[config.mk]
export PLATFORM = sky130hd
export DESIGN_NAME = text_page_streamer
export DESIGN_NICKNAME = d
export VERILOG_FILES = /design/src/rtl/text_page_streamer.sv
export SDC_FILE = /design/constraint.sdc
export NUM_CORES = 2
export LEC_CHECK = 0
export ABC_AREA = 1
export BUFFER_PORTS_ARGS = -buffer_cell sky130_fd_sc_hd__buf_2
export CAP_MARGIN = 0
export CORE_MARGIN = 5
export CORE_UTILIZATION = 60
export CTS_CLUSTER_DIAMETER = 40
export CTS_CLUSTER_SIZE = 14
export DETAILED_ROUTE_END_ITERATION = 6
export PLACE_DENSITY = 0.76
export SLEW_MARGIN = 40
export SYNTH_ARGS = -nofsm -noshare
export SYNTH_HDL_FRONTEND = slang
export SYNTH_SLANG_ARGS = --single-unit
[constraint.sdc]
create_clock -name clk -period 4.2 [get_ports clk]
set_input_delay 0.42 -clock clk [delete_from_list [all_inputs] [get_ports clk]]
set_output_delay 0.42 -clock clk [all_outputs]
set_load 0.02 [all_outputs]
[src/rtl/text_page_streamer.sv]
// Page-organised LCD text RAM with a runtime write port. A start pulse streams one page
// to the LCD driver as HOME_CMD, chars, LINE2_CMD inserted mid-page, and the rest of the chars.
module text_page_streamer #(
    parameter int                    DATA_WIDTH      = 9,
    parameter int                    ADDR_WIDTH      = 6,
    parameter int                    PAGE_ADDR_WIDTH = 5,
    parameter int                    NUM_PAGES       = 4,
    parameter int                    CHARS_PER_PAGE  = 32,
    parameter int                    LINE_LEN        = 16,
    parameter logic [DATA_WIDTH-1:0] HOME_CMD        = 9'h080,
    parameter logic [DATA_WIDTH-1:0] LINE2_CMD       = 9'h0C0,
    parameter string                 INIT_FILE       = ""
) (
    input  logic                       clk,
    input  logic                       rst,
    input  logic                       wr_en,
    input  logic [PAGE_ADDR_WIDTH-1:0] wr_page,
    input  logic [ADDR_WIDTH-1:0]      wr_addr,
    input  logic [DATA_WIDTH-1:0]      wr_data,
    input  logic                       start,
    input  logic [PAGE_ADDR_WIDTH-1:0] page,
    output logic [DATA_WIDTH-1:0]      out_data,
    output logic                       out_valid,
    input  logic                       out_ready,
    output logic                       out_last,
    output logic                       busy,
    output logic                       done,
    output logic                       err
);

    // RAM holds only the pages that exist; the page field is cut to its useful width.
    localparam int PW    = (NUM_PAGES > 1) ? $clog2(NUM_PAGES) : 1;
    localparam int DEPTH = 1 << (PW + ADDR_WIDTH);
    localparam logic [ADDR_WIDTH-1:0]    LAST_IDX = ADDR_WIDTH'(CHARS_PER_PAGE - 1);
    localparam logic [ADDR_WIDTH-1:0]    L1_IDX   = ADDR_WIDTH'((LINE_LEN > 0) ? LINE_LEN - 1 : 0);
    localparam bit                       HAS_L2   = (LINE_LEN != 0);
    localparam logic [PAGE_ADDR_WIDTH:0] NP       = (PAGE_ADDR_WIDTH + 1)'(NUM_PAGES);
    localparam logic [ADDR_WIDTH:0]      NC       = (ADDR_WIDTH + 1)'(CHARS_PER_PAGE);

    typedef enum logic [2:0] {S_IDLE, S_HOME, S_FETCH, S_EMIT, S_LINE2, S_DONE} state_t;

    state_t                state_q, state_d;
    logic [ADDR_WIDTH-1:0] idx_q, idx_d;
    logic [PW-1:0]         page_q, page_d;
    logic                  err_q, err_d;
    logic [DATA_WIDTH-1:0] rd_data;
    logic [DATA_WIDTH-1:0] mem [DEPTH];
    logic                  wr_ok, page_ok;

    assign wr_ok   = wr_en && ({1'b0, wr_page} < NP) && ({1'b0, wr_addr} < NC);
    assign page_ok = ({1'b0, page} < NP);

    always_ff @(posedge clk) begin
        if (wr_ok)
            mem[{wr_page[PW-1:0], wr_addr}] <= wr_data;
    end

    // Read-first: a write landing in the FETCH cycle is not seen by this read.
    always_ff @(posedge clk) begin
        if (state_q == S_FETCH)
            rd_data <= mem[{page_q, idx_q}];
    end

    always_ff @(posedge clk) begin
        if (rst) begin
            state_q <= S_IDLE;
            idx_q   <= '0;
            page_q  <= '0;
            err_q   <= 1'b0;
        end else begin
            state_q <= state_d;
            idx_q   <= idx_d;
            page_q  <= page_d;
            err_q   <= err_d;
        end
    end

    always_comb begin
        state_d   = state_q;
        idx_d     = idx_q;
        page_d    = page_q;
        err_d     = 1'b0;
        out_data  = '0;
        out_valid = 1'b0;
        out_last  = 1'b0;
        busy      = 1'b0;
        done      = 1'b0;
        case (state_q)
            S_IDLE: begin
                if (start) begin
                    if (page_ok) begin
                        state_d = S_HOME;
                        idx_d   = '0;
                        page_d  = page[PW-1:0];
                    end else begin
                        err_d = 1'b1;
                    end
                end
            end
            S_HOME: begin
                out_data  = HOME_CMD;
                out_valid = 1'b1;
                busy      = 1'b1;
                if (out_ready) state_d = S_FETCH;
            end
            S_FETCH: begin
                busy    = 1'b1;
                state_d = S_EMIT;
            end
            S_EMIT: begin
                out_data  = rd_data;
                out_valid = 1'b1;
                busy      = 1'b1;
                out_last  = (idx_q == LAST_IDX);
                if (out_ready) begin
                    if (idx_q == LAST_IDX) begin
                        state_d = S_DONE;
                    end else begin
                        idx_d   = idx_q + 1'b1;
                        state_d = (HAS_L2 && idx_q == L1_IDX) ? S_LINE2 : S_FETCH;
                    end
                end
            end
            S_LINE2: begin
                out_data  = LINE2_CMD;
                out_valid = 1'b1;
                busy      = 1'b1;
                if (out_ready) state_d = S_FETCH;
            end
            S_DONE: begin
                done    = 1'b1;
                state_d = S_IDLE;
            end
            default: state_d = S_IDLE;
        endcase
    end

    assign err = err_q;

endmodule

==> flow_metrics.tcl <==
set metrics [dict create \
    track_usage 0.2777 \
    synth_area_leaders "edfxtp_1 71%, nand2_1 8.7%, nor2_1 5.0%" \
    cts_tree "yes" \
    fmax_mhz 268.4 \
    cp_cell_sequence "buf_4, ha_1, nand2_1, nor2_1, nand2_1, nor2_1, buf_2" \
    place_area_um2 103800 \
    synth-seq-cells 2325 \
    power_density_nw_per_um2 469.4 \
    grt_first_pass_wirelength_um 361300 \
    yosys_warnings 0 \
    cp_max_fo 44 \
    period_share 0.8871 \
    gr-total-overflow 0 \
    grt_antenna_before_repair 9 \
    worst_path_max_delay_cell "dfxtp_4" \
    yosysUniqueCellTypes 31 \
    required_ns 3.78 \
    die_area_um2 170100 \
    worstSetupStartpointType "register" \
    finalPower_w 0.05329 \
    syn_area_um2 97190 \
    rsz0062_at_grt "false" \
    worstMarginPinSlew_ns 0.9209 \
    status "finished clean" \
    cts_setup_buffers 0 \
    crit_type "reg -> out" \
    finalNetCount 10020 \
    place_congestion 0.9361 \
    synth_ff_type "edfxtp_1" \
    synth_top_area_frac 0.7146 \
    drive_gt1_frac 0.06883 \
    rows 147 \
    finClkSkew_ns 0.04177 \
    cts_max_level 5 \
    cts_buffers 291 \
    hpwl_um 135100 \
    drc_errors 0 \
    cp_top_family "buffers and inverters" \
    finalMaxSlewViolations 0 \
    wire_per_inst_um 19.26 \
    post-place-ws_ns 0.9003 \
    relSlewSlack 0.3861 \
    syn_area_per_cell_um2 11.02 \
    finalSetupViolCount 0 \
    wl_um 238100 \
    fill_cells 10990 \
    max_cap_violations 0 \
    start_util 0.6046 \
    arrival_ns 3.31 \
    root_buffer "clkbuf_16" \
    drtIter0Drc 8534 \
    clk_latency_ns 0.94 \
    final_cell_mix "2313 x edfxtp_1, 2258 x nand2_1, 1270 x nor2_1, 1152 x conb_1, 775 x inv_1" \
    leakage_nw 46.01 \
    synth_edf_count 2313 \
    finalSetupTns_ns 0 \
    cts.reportedPaths.clkPinSlew_ns 0.06 \
    area_growth_syn_to_layout_pct 16.82 \
    setup_slack_ns 0.4743 \
    yosys.area.top_type "edfxtp_1" \
    core_um2 160800 \
    async_reset_ff_frac 0 \
    final_common_cell "edfxtp_1" \
    ys_seq_area_frac 0.7171 \
    irDropWorstVdd_mv 0.4206 \
    portBuffers 43 \
    die_y_um 412.5 \
    ant_nets 0 \
    cts_buffer_depth 4 \
    cts.sinks 2325 \
    grt_max_degree 172 \
    end_kind "output pin" \
    slowest_delay_ns 0.66 \
    first_pass_iters 6 \
    finalHoldViolCount 0 \
    io_pins 44 \
    hold_path_class "in -> reg" \
    synth_cells 8817 \
    cp_num_buf_inv 2 \
    die_w_um 412.5 \
    vias 66350 \
    finish.instance_area_um2 113500 \
    period_needed_ns 3.726 \
    grt_pass1_vias 63880 \
    viasPerCell 5.367 \
]
==> area by class of cell <==
class / instances / area [µm²] / share of cell area
antenna: 4 / 10.01 / 0.00008816
clock buffer: 329 / 7562 / 0.06661
clock inverter: 175 / 1912 / 0.01684
inverter: 787 / 2990 / 0.02634
multi-input combinational: 6365 / 26400 / 0.2326
sequential: 2325 / 69710 / 0.6140
tap: 2160 / 2703 / 0.02380
timing repair buffer: 218 / 2246 / 0.01978
==> through the flow <==
| step | hold slack [ns] | util | std cells |
|---|---|---|---|
| final | 0.05807 | 0.7063 | 12360 |
| after floorplan | 0.4891 | - | 9968 |
| after detailed placement | 0.5539 | 0.6460 | 11840 |
| after global placement | 0.5183 | 0.6457 | 11840 |
| after global routing | 0.03513 | 0.7062 | 12360 |
| after CTS | 0.01472 | 0.7054 | 12360 |
==> synthesized netlist by cell type (5+ instances only) <==
master / n
dfxtp_1: 12
buf_6: 48
buf_4: 20
inv_1: 779
clkbuf_1: 187
or2_2: 6
buf_1: 54
buf_2: 180
o211ai_1: 124
nor3_1: 8
nand3_1: 777
and3_1: 5
o21ai_1: 39
edfxtp_1: 2313
nor2_1: 1290
a21oi_1: 126
o21ai_0: 568
nand2_1: 2260
==> logic make-up after synthesis <==
group / synth area share
buffers and inverters: 0.05651
adder cells (fa/ha/maj): 0.0001287
flip-flops: 0.7171
AO/OA/AOI/OAI: 0.04768
AND/OR/NAND/NOR: 0.1785
other: 0.00003858
==> final timing paths <==
| kind | cells past startpoint | endpoint | from | slack (ns) |
|---|---|---|---|---|
| setup / recovery | 7 | out_last | idx_q[1] | 0.47 |
| hold / removal | 1 | mem[248][6] | wr_data[6] | 0.06 |
| setup reg to reg | 13 | rd_data[3] | idx_q[0] | 0.77 |
| hold reg to reg | 2 | state_q[2] | state_q[2] | 0.59 |
==> report_power, final <==
part / switching, W / internal [W] / total (W)
registers: 0.000266 / 0.0266 / 0.0268
logic: 0.00146 / 0.000479 / 0.00194
clock network: 0.00959 / 0.0149 / 0.0245
==> sequential cells by signal (all words and copies together), names as in the netlist <==
signal / cells
err: 1
idx_q: 6
mem: 2304
page_q: 2
rd_data: 9
state_q: 3
==> per-layer routing <==
layer  track usage  vias to the layer above  part of all wire
li1              -                    30820                 -
met4        0.1182                        6             0.045
met3       0.06184                      617              0.10
met1        0.3746                    31580              0.38
met2        0.4409                     3320              0.47
met5             0                        -           0.00017
==> repair_timing <==
action,CTS,global route
hold endpoints to repair,44,33
gates resized for setup,0,0
hold buffers,8,2
(Power assumes the default switching activity.)
